**config.mk**
```make
export PLATFORM = sky130hd
export DESIGN_NAME = stack3_flat
export DESIGN_NICKNAME = d
export VERILOG_FILES = /design/src/rtl/stack_pkg.sv /design/src/rtl/stack3_if.sv /design/src/rtl/stack_depth_ctr.sv /design/src/rtl/stack3.sv /design/src/flat_wrapper.sv
export SDC_FILE = /design/constraint.sdc
export NUM_CORES = 1
export LEC_CHECK = 0
export ABC_AREA = 1
export BUFFER_PORTS_ARGS = -buffer_cell sky130_fd_sc_hd__clkbuf_2
export CORE_MARGIN = 4
export CORE_UTILIZATION = 62
export DETAILED_ROUTE_END_ITERATION = 6
export PLACE_DENSITY = 0.81
export SLEW_MARGIN = 5
export SYNTH_ARGS = -nofsm -noshare
export SYNTH_HDL_FRONTEND = slang
export SYNTH_SLANG_ARGS = --single-unit
```
**constraint.sdc**
```tcl
create_clock -name clk -period 8.2 [get_ports clk]
set_input_delay 0.41 -clock clk [delete_from_list [all_inputs] [get_ports clk]]
set_output_delay 0.41 -clock clk [all_outputs]
set_load 0.02 [all_outputs]
```
**src/rtl/stack_pkg.sv**
```systemverilog
// -----------------------------------------------------------------------------
// stack_pkg -- shared definitions for the stack3 data/return stack.
//   delta_e       : stack move encoding (hold / push / pop / pop-2)
//   DEFAULT_FILL  : 16-bit pattern loaded into unused tail slots
//   clog2()       : constant-function ceil(log2(n)) for derived widths
// -----------------------------------------------------------------------------
package stack_pkg;

  typedef enum logic [1:0] {
    D_HOLD = 2'b00,
    D_PUSH = 2'b01,
    D_POP2 = 2'b10,
    D_POP  = 2'b11
  } delta_e;

  localparam logic [15:0] DEFAULT_FILL = 16'h55aa;

  // Returns the number of bits needed to index n distinct values.
  function automatic int clog2(input int n);
    int r;
    r = 0;
    while ((1 << r) < n) r++;
    return r;
  endfunction

endpackage

```
**src/rtl/stack3_if.sv**
```systemverilog
// -----------------------------------------------------------------------------
// stack3_if -- port bundle between a stack client and the stack3 block.
//   we, delta, wd, clr_err, peek_idx       : client -> stack
//   rd, nos, peek_data, depth, empty, full,
//   overflow, underflow                    : stack -> client
// Modports: master (client side), slave (stack side).
// -----------------------------------------------------------------------------
interface stack3_if
  import stack_pkg::*;
#(
  parameter int WIDTH = 16,
  parameter int DEPTH = 16
);
  localparam int CW = clog2(DEPTH + 1);
  localparam int IW = clog2(DEPTH);

  logic             we;
  logic [1:0]       delta;
  logic [WIDTH-1:0] wd;
  logic             clr_err;
  logic [IW-1:0]    peek_idx;

  logic [WIDTH-1:0] rd;
  logic [WIDTH-1:0] nos;
  logic [WIDTH-1:0] peek_data;
  logic [CW-1:0]    depth;
  logic             empty;
  logic             full;
  logic             overflow;
  logic             underflow;

  modport master (
    output we, delta, wd, clr_err, peek_idx,
    input  rd, nos, peek_data, depth, empty, full, overflow, underflow
  );

  modport slave (
    input  we, delta, wd, clr_err, peek_idx,
    output rd, nos, peek_data, depth, empty, full, overflow, underflow
  );

endinterface

```
**src/rtl/stack_depth_ctr.sv**
```systemverilog
// -----------------------------------------------------------------------------
// stack_depth_ctr -- occupancy counter and sticky error flags for a stack.
//   clk, rst       : clock, asynchronous active-high reset
//   delta_i        : stack move (hold / push / pop / pop-2)
//   clr_err_i      : synchronous clear of both sticky flags (set wins)
//   depth_o        : valid entries, 0..DEPTH, saturating both ways
//   empty_o/full_o : depth == 0 / depth == DEPTH
//   overflow_o     : sticky, push while full
//   underflow_o    : sticky, pop/pop-2 removed more than were valid
// -----------------------------------------------------------------------------
module stack_depth_ctr
  import stack_pkg::*;
#(
  parameter  int DEPTH = 16,
  localparam int CW    = clog2(DEPTH + 1)
) (
  input  logic          clk,
  input  logic          rst,
  input  delta_e        delta_i,
  input  logic          clr_err_i,
  output logic [CW-1:0] depth_o,
  output logic          empty_o,
  output logic          full_o,
  output logic          overflow_o,
  output logic          underflow_o
);

  // One extra bit so that a decrement below zero shows up as the MSB
  // (borrow) and an increment past DEPTH can be compared directly.
  localparam logic [CW:0] DEPTH_X = (CW + 1)'(DEPTH);
  localparam logic [CW:0] ONE_X   = (CW + 1)'(1);
  localparam logic [CW:0] TWO_X   = (CW + 1)'(2);

  logic [CW-1:0] depth_q, depth_d;
  logic          ovf_q, ovf_d;
  logic          udf_q, udf_d;
  logic [CW:0]   cur_x, nxt_x;
  logic          ovf_evt, udf_evt;

  // NOTE: every variable assigned in this block gets a default first, so no
  // path leaves it unassigned and no latch is inferred.
  always_comb begin
    cur_x   = {1'b0, depth_q};
    nxt_x   = cur_x;
    ovf_evt = 1'b0;
    udf_evt = 1'b0;
    case (delta_i)
      D_HOLD: ;
      D_PUSH: begin
        nxt_x = cur_x + ONE_X;
        if (nxt_x > DEPTH_X) begin
          nxt_x   = DEPTH_X;
          ovf_evt = 1'b1;
        end
      end
      D_POP: begin
        nxt_x = cur_x - ONE_X;
        if (nxt_x[CW]) begin
          nxt_x   = '0;
          udf_evt = 1'b1;
        end
      end
      D_POP2: begin
        nxt_x = cur_x - TWO_X;
        if (nxt_x[CW]) begin
          nxt_x   = '0;
          udf_evt = 1'b1;
        end
      end
    endcase
    depth_d = nxt_x[CW-1:0];
    // An error event in the same cycle as clr_err keeps the flag set.
    ovf_d   = ovf_evt | (ovf_q & ~clr_err_i);
    udf_d   = udf_evt | (udf_q & ~clr_err_i);
  end

  // NOTE: state registers use non-blocking assignments so every flop samples
  // the pre-edge values regardless of statement order.
  always_ff @(posedge clk or posedge rst) begin
    if (rst) begin
      depth_q <= '0;
      ovf_q   <= 1'b0;
      udf_q   <= 1'b0;
    end else begin
      depth_q <= depth_d;
      ovf_q   <= ovf_d;
      udf_q   <= udf_d;
    end
  end

  assign depth_o     = depth_q;
  assign empty_o     = (depth_q == '0);
  assign full_o      = (depth_q == DEPTH_X[CW-1:0]);
  assign overflow_o  = ovf_q;
  assign underflow_o = udf_q;

endmodule

```
**src/rtl/stack3.sv**
```systemverilog
// -----------------------------------------------------------------------------
// stack3 -- J1-style stack: cached top-of-stack register plus a shift-register
// tail of DEPTH-1 words, with pop-2, occupancy tracking and an indexed peek.
//   clk, rst : clock, asynchronous active-high reset
//   bus      : stack3_if.slave
//     we/wd      write wd over the (new) top this cycle
//     delta      00 hold, 01 push, 11 pop, 10 pop-2
//     clr_err    clear sticky overflow/underflow
//     rd/nos     head and tail[0]
//     peek_idx   0 = head, k = tail[k-1], out of range = FILL
//     depth/empty/full/overflow/underflow  from stack_depth_ctr
// -----------------------------------------------------------------------------
module stack3
  import stack_pkg::*;
#(
  parameter  int          WIDTH = 16,
  parameter  int          DEPTH = 16,
  parameter  logic [15:0] FILL  = DEFAULT_FILL,
  localparam int          CW    = clog2(DEPTH + 1),
  localparam int          IW    = clog2(DEPTH)
) (
  input logic     clk,
  input logic     rst,
  stack3_if.slave bus
);

  // The 16-bit pattern is repeated to cover WIDTH, then cut to WIDTH from
  // the LSB end, which handles both narrower and wider words.
  localparam int               FILL_REP = (WIDTH + 15) / 16;
  localparam logic [WIDTH-1:0] FILL_W   = WIDTH'({FILL_REP{FILL}});
  localparam int               TAIL_N   = DEPTH - 1;
  localparam int               PEEK_N   = 1 << IW;

  delta_e           op;
  logic [WIDTH-1:0] head_q, head_d;
  logic [WIDTH-1:0] tail_q [TAIL_N];
  logic [WIDTH-1:0] tail_d [TAIL_N];
  // Tail followed by two FILL words: pops read past the bottom into FILL,
  // which also covers pop-2 when the tail holds a single word.
  logic [WIDTH-1:0] ext    [TAIL_N + 2];
  logic [WIDTH-1:0] ent    [PEEK_N];

  assign op = delta_e'(bus.delta);

  always_comb begin
    for (int i = 0; i < TAIL_N; i++) ext[i] = tail_q[i];
    ext[TAIL_N]     = FILL_W;
    ext[TAIL_N + 1] = FILL_W;
  end

  always_comb begin
    tail_d = tail_q;
    head_d = head_q;
    case (op)
      D_HOLD: ;
      D_PUSH: begin
        tail_d[0] = head_q;
        for (int i = 1; i < TAIL_N; i++) tail_d[i] = tail_q[i-1];
      end
      D_POP: begin
        for (int i = 0; i < TAIL_N; i++) tail_d[i] = ext[i+1];
        head_d = ext[0];
      end
      D_POP2: begin
        for (int i = 0; i < TAIL_N; i++) tail_d[i] = ext[i+2];
        head_d = ext[1];
      end
    endcase
    // A write always lands on the post-move top (ALU result over the pop).
    if (bus.we) head_d = bus.wd;
  end

  // NOTE: the tail is a shift register whose reset contents are observable
  // (nos, peek, values popped into the head), so every word is reset to
  // FILL rather than left as an unreset memory.
  always_ff @(posedge clk or posedge rst) begin
    if (rst) begin
      head_q <= '0;
      for (int i = 0; i < TAIL_N; i++) tail_q[i] <= FILL_W;
    end else begin
      head_q <= head_d;
      tail_q <= tail_d;
    end
  end

  // Peek table padded to a power of two so any index reads a defined word.
  always_comb begin
    for (int i = 0; i < PEEK_N; i++) ent[i] = FILL_W;
    ent[0] = head_q;
    for (int i = 1; i < DEPTH; i++) ent[i] = tail_q[i-1];
  end

  assign bus.rd        = head_q;
  assign bus.nos       = tail_q[0];
  assign bus.peek_data = ent[bus.peek_idx];

  stack_depth_ctr #(
    .DEPTH (DEPTH)
  ) u_depth_ctr (
    .clk         (clk),
    .rst         (rst),
    .delta_i     (op),
    .clr_err_i   (bus.clr_err),
    .depth_o     (bus.depth),
    .empty_o     (bus.empty),
    .full_o      (bus.full),
    .overflow_o  (bus.overflow),
    .underflow_o (bus.underflow)
  );

endmodule

```
**src/flat_wrapper.sv**
```systemverilog
// flat-port wrapper written by rule: the top's interface ports become plain ports
module stack3_flat import stack_pkg::*;
#(
  parameter  int          WIDTH = 16,
  parameter  int          DEPTH = 16,
  parameter  logic [15:0] FILL  = DEFAULT_FILL,
  localparam int          CW    = clog2(DEPTH + 1),
  localparam int          IW    = clog2(DEPTH)
)
  (clk, rst, bus_we, bus_delta, bus_wd, bus_clr_err, bus_peek_idx, bus_rd, bus_nos, bus_peek_data, bus_depth, bus_empty, bus_full, bus_overflow, bus_underflow);
  stack3_if #(.WIDTH(WIDTH), .DEPTH(DEPTH)) bus_i ();
  input logic clk;
  input logic rst;
  input wire logic [$bits(bus_i.we)-1:0] bus_we;
  input wire logic [$bits(bus_i.delta)-1:0] bus_delta;
  input wire logic [$bits(bus_i.wd)-1:0] bus_wd;
  input wire logic [$bits(bus_i.clr_err)-1:0] bus_clr_err;
  input wire logic [$bits(bus_i.peek_idx)-1:0] bus_peek_idx;
  output wire logic [$bits(bus_i.rd)-1:0] bus_rd;
  output wire logic [$bits(bus_i.nos)-1:0] bus_nos;
  output wire logic [$bits(bus_i.peek_data)-1:0] bus_peek_data;
  output wire logic [$bits(bus_i.depth)-1:0] bus_depth;
  output wire logic [$bits(bus_i.empty)-1:0] bus_empty;
  output wire logic [$bits(bus_i.full)-1:0] bus_full;
  output wire logic [$bits(bus_i.overflow)-1:0] bus_overflow;
  output wire logic [$bits(bus_i.underflow)-1:0] bus_underflow;
  assign bus_i.we = bus_we;
  assign bus_i.delta = bus_delta;
  assign bus_i.wd = bus_wd;
  assign bus_i.clr_err = bus_clr_err;
  assign bus_i.peek_idx = bus_peek_idx;
  assign bus_rd = bus_i.rd;
  assign bus_nos = bus_i.nos;
  assign bus_peek_data = bus_i.peek_data;
  assign bus_depth = bus_i.depth;
  assign bus_empty = bus_i.empty;
  assign bus_full = bus_i.full;
  assign bus_overflow = bus_i.overflow;
  assign bus_underflow = bus_i.underflow;
  stack3 #(.WIDTH(WIDTH), .DEPTH(DEPTH), .FILL(FILL)) u_core (.clk(clk), .rst(rst), .bus(bus_i));
endmodule
```
After elaboration in Yosys (flattened, before gate mapping)
Cells that the tools add are included.
{ "word_totals": {"latchBits": 0, "in_bits": 26, "register_bits": 263, "wordCells": 52, "ram_bits": 0, "romBits": 0, "n_memories": 0} }
{ "op_classes": {"muxes": 15, "shift": 0, "n_reduce_logical": 3, "eq_ne": 4, "mul": 0, "n_bitwise": 6, "add_sub_neg": 3, "div_mod_pow": 0, "n_lt_le_gt_ge": 2} }
{ "ops": {"columns": ["cell", "count"], "rows": [
  ["240-bit one-hot mux with 3 select lines", 1],
  ["16-bit binary-select mux with 4-bit select", 1],
  ["16-bit 2-to-1 mux", 3],
  ["16-bit one-hot mux with 2 select lines", 1],
  ["5-bit 2-to-1 mux", 3],
  ["5-bit one-hot mux with 3 select lines", 1],
  ["5-bit by 1-bit adder with 6-bit output, second input constant", 1],
  ["6-bit by 5-bit > comparator with 1-bit output, second input constant", 1],
  ["3-bit nonzero test", 2],
  ["5-bit by 1-bit subtractor with 6-bit output, second input constant", 1],
  ["5-bit by 2-bit subtractor with 6-bit output, second input constant", 1],
  ["5-bit equality test, second input constant", 1],
  ["5-bit greater-or-equal comparator, second input constant", 1],
  ["5-bit zero test", 1],
  ["4-bit inverter with 5-bit output", 1],
  ["2-bit equality test, second input constant", 2],
  ["1-bit 2-to-1 mux", 4],
  ["1-bit bitwise AND", 2],
  ["2-bit by 1-bit equality test with 1-bit output, second input constant", 1],
  ["1-bit OR", 2],
  ["1-bit one-hot mux with 2 select lines", 1],
  ["1-bit inverter", 1]
]} }

Logic depth before layout (Yosys ltp)
{ "logic_depth": {"word_depth": 5, "ltp_mapped": 10, "ltp_nobuf": 10} }

Hierarchy
Synthesis repeated with hierarchy kept, for this count alone.
{ "hier_totals": {"hier_cells": 2511, "area_unflattened_um2": 16887.4} }
{ "modules_own_cells": {"columns": ["module", "n_inst", "cells_each", "seq_area_each_um2", "area_per_inst_um2"], "rows": [
  ["stack3", 1, 2401, 6556.3, 16136.7],
  ["stack_depth_ctr", 1, 110, 175.2, 750.7]
]} }

Worst setup path before layout
No wires, ideal clock.
{ "synth_timing": {"kind": "input -> output", "start": "input port bus_peek_idx[1]", "end": "output port bus_peek_data[10]", "slack_ps": 6399, "required_time_ps": 7790, "t_arrival_ps": 1391, "path_stages": 6, "path_cell_list": "clkbuf_1 clkbuf_1 o211ai_1 nand3_1 nand3_1 nand2_1"} }
{ "synth_between": {"elab_chain_len": 4} }
{ "synth_rtl": {"columns": ["item", "line", "source"], "rows": [
  ["start, declared", "flat_wrapper.sv:18", "input wire logic [$bits(bus_i.peek_idx)-1:0] bus_peek_idx;"],
  ["4-bit inverter with 5-bit output (implied by the code)", "stack3.sv:95", "assign bus.peek_data = ent[bus.peek_idx];"],
  ["16-bit binary-select mux with 4-bit select", "stack3.sv:95", null],
  ["16-bit 2-to-1 mux (implied by the code) (2 in series)", "stack3.sv:95", null],
  ["end, declared", "flat_wrapper.sv:21", "output wire logic [$bits(bus_i.peek_data)-1:0] bus_peek_data;"]
]} }
Every way passes these cells. The select of a mux whose other input is x is not followed.

Worst setup path in the final report
{ "layout_timing": {"start": "input port bus_peek_idx[0]", "end": "output port bus_peek_data[10]"} }
The elaborated chain is that of the path after synthesis.

==> run metrics <==
status=complete, no violations; Hold/Removal Path Class=input pin to async pin; highest ir drop seen on vdd=about 0.00019 V; Critical Path Sink Type=primary output; CTS sink count=roughly 260; H-tree levels=1; sequential cell area fraction in the yosys report=a little over two fifths; initial core utilization=63.06%; Hold-fix buffers, CTS=0; # IOs=83; initial antenna violation count=0; reg2reg path depth=7; global-route wire length before repair=74400 um; routability cong.=between 0.8 and 0.9; root buf cell=clkbuf_16; post-layout util=roughly two thirds; count leader, synth=o21ai_0; Slew Limit Fails=0; PostCTS Resize Cnt=0; R2R setup slack=approximately 6300 ps; Mapped Nets=between 2000 and 2500; PwrDens=roughly 250 nW/um^2; Final period util=about 42%; TNS Setup=0 ps; Setup CP Type=input pin to primary output; Metal-1 WL=18390 um; Die Area=28320 sq um; max_cap viols=0; FP Rows=between 50 and 60; Yosys top cell area share=between 20% and 30%; drt total wl=around 46000 um; Slew HR=between 20% and 30%; Fill cells=a little over 2000; uppermost layer routed=met4; CP startpoint kind=input pin; synth-to-layout area growth=5.413%; Core ar.=roughly 25000 sq um; Die Y=168.3 um; Overall Global Routing Usage=between 30% and 40%; number of synthesized register bits=around 260; worst r2r src=u_core.u_depth_ctr.depth_o[1]; worst slew pin tran=roughly 1100 ps; Synth area leader=dfrtp_1; reported leakage power=a little under 7 nW; Final nets=roughly 2100; CTS tree=built; vias in the first global route=~14000; final setup fails=0; asr flop ratio synth=100.0%; critical path arrival=~3000 ps; layout cells sized above 1=13.06%; vias=roughly 16000; Routed Antenna Nets=0; number of synthesized flops with an enable pin=0; Overflow after GRT=0; synth warn=0; Post-CTS Setup Inserts=0; crit path capture=bus_peek_data[10]; Synth top cells by count=o21ai_0, inv_1, nand2_1, o22ai_1, nor2_1; Critical Path Source=bus_peek_idx[0]; Clock Tree Buf Depth=3; pin count of the biggest net entering global routing=approximately 260; synth unique cells=28; Netlist Area Pre-Place=~16000 sq um; drt pass-1 iters=6; die width=168.3 um; initial drt markers=2077; Max Clk Rate=287.0 MHz; CP max FO=about 160; worst skew pair latency=between 500 and 600 ps; Worst Skew=~23 ps; worst endpoint required time=~7800 ps; Clock transition at path regs=around 60 ps; FF-to-FF End=u_core.u_depth_ctr.depth_o[3]; final hold vios=0; Avg Cell Area, Syn=~7.5 sq um; Final HPWL DP=between 20000 and 30000 um; routed vias/inst=roughly 6.5; routed wl met3=just under 4000 um; # diodes=0; Residual DRC=0; port buffer count=82; Tmin final=between 3000 and 4000 ps; met2 wire length=roughly 22000 um; CTS Buf Count=29; average wire per standard cell=approximately 19 um; top post-synthesis cells by area=dfrtp_1, dfstp_2, o21ai_0; RSZ-0062 raised after global routing=no; Main synth FF type=dfrtp_1; Syn Inst Count=between 2000 and 2500
==> sequential cells by signal, summed over array words and instances (netlist names) <==
register,count
u_core.bus.rd,16
u_core.u_depth_ctr.depth_o,5
u_core.u_depth_ctr.underflow_o,1
u_core.u_depth_ctr.overflow_o,1
u_core.ent,224
u_core.bus.nos,16
==> metrics by stage <==
stage	instances	hold slack (ps)	setup WS [ps]	power, mW	area [sq um]
5_1_grt	2397	42.63	4586	4.364	16790
3_5_place_dp	2343	478.6	4816	2.885	15900
6_report	2397	15.78	4715	4.137	16790
2_1_floorplan	2129	459.0	748.4	2.610	15930
3_3_place_gp	2343	463.8	4894	2.843	15900
4_1_cts	2397	26.98	4878	4.126	16790
==> cell usage in the layout (no fill, tap or decap), types with 79 or more instances in the layout <==
master	netlist	final
nor2_1	190	190
dfrtp_1	143	143
clkbuf_2	0	79
o22ai_1	191	191
a21oi_1	94	94
nand2_1	207	206
dfstp_2	120	120
nand3_1	103	103
o21ai_0	359	359
o21ai_1	81	81
inv_1	265	263
==> logic make-up (layout without fill, tap and decap cells) <==
group | Yosys count | in the layout | share of synthesized area, %
compound gates | 867 | 867 | 31.46
simple gates | 505 | 505 | 12.85
buf+inv | 485 | 423 | 12.79
flops | 263 | 263 | 42.27
fa+ha+maj | 6 | 6 | 0.4714
xor+xnor | 3 | 3 | 0.1650
==> where the power goes <==
part	switching (mW)	leakage [nW]	internal [mW]	total, mW
sequential	0.144	3.12	1.61	1.75
clock	0.535	0.435	0.711	1.25
combinational	0.784	3.39	0.357	1.14
==> cell type report <==
cell class                 count  area, sq um  share of cell area [%]
multi-input combinational   1381         7166                   42.68
sequential                   263         6731                   40.10
inverter                     270         1033                   6.156
clock buffer                  50        864.6                   5.150
timing repair buffer          99        553.0                   3.294
tap                          330        412.9                   2.459
clock inverter                 4        27.53                  0.1640
==> critical path, cell delays in order <==
cell	delay, ps
buf_6	750
buf_4	850
nand2_1	140
o211ai_1	130
nand3_1	100
nand3_1	140
nand2_1	150
clkbuf_2	210
==> how the worst min path moves through the flow <==
stage | from | end | slack [ps] | depth (start not counted)
CTS | bus_clr_err | u_core.u_depth_ctr.overflow_o | 30 | 2
detailed placement | u_core.ent[45] | u_core.ent[29] | 480 | 2
global placement | u_core.ent[41] | u_core.ent[25] | 460 | 2
finish | rst | u_core.bus.rd[10] | 20 | 2
global route | bus_clr_err | u_core.u_depth_ctr.overflow_o | 40 | 2
floorplan | u_core.ent[36] | u_core.ent[20] | 460 | 2
==> routing by layer <==
| layer | vias to the layer above | global-route usage (%) |
|---|---|---|
| met5 | - | 0 |
| met4 | 0 | 11.26 |
| met3 | 141 | 4.179 |
| met2 | 794 | 51.71 |
| met1 | 7402 | 43.04 |
| li1 | 7185 | - |
Note: power is estimated with default switching activity, not from simulation.
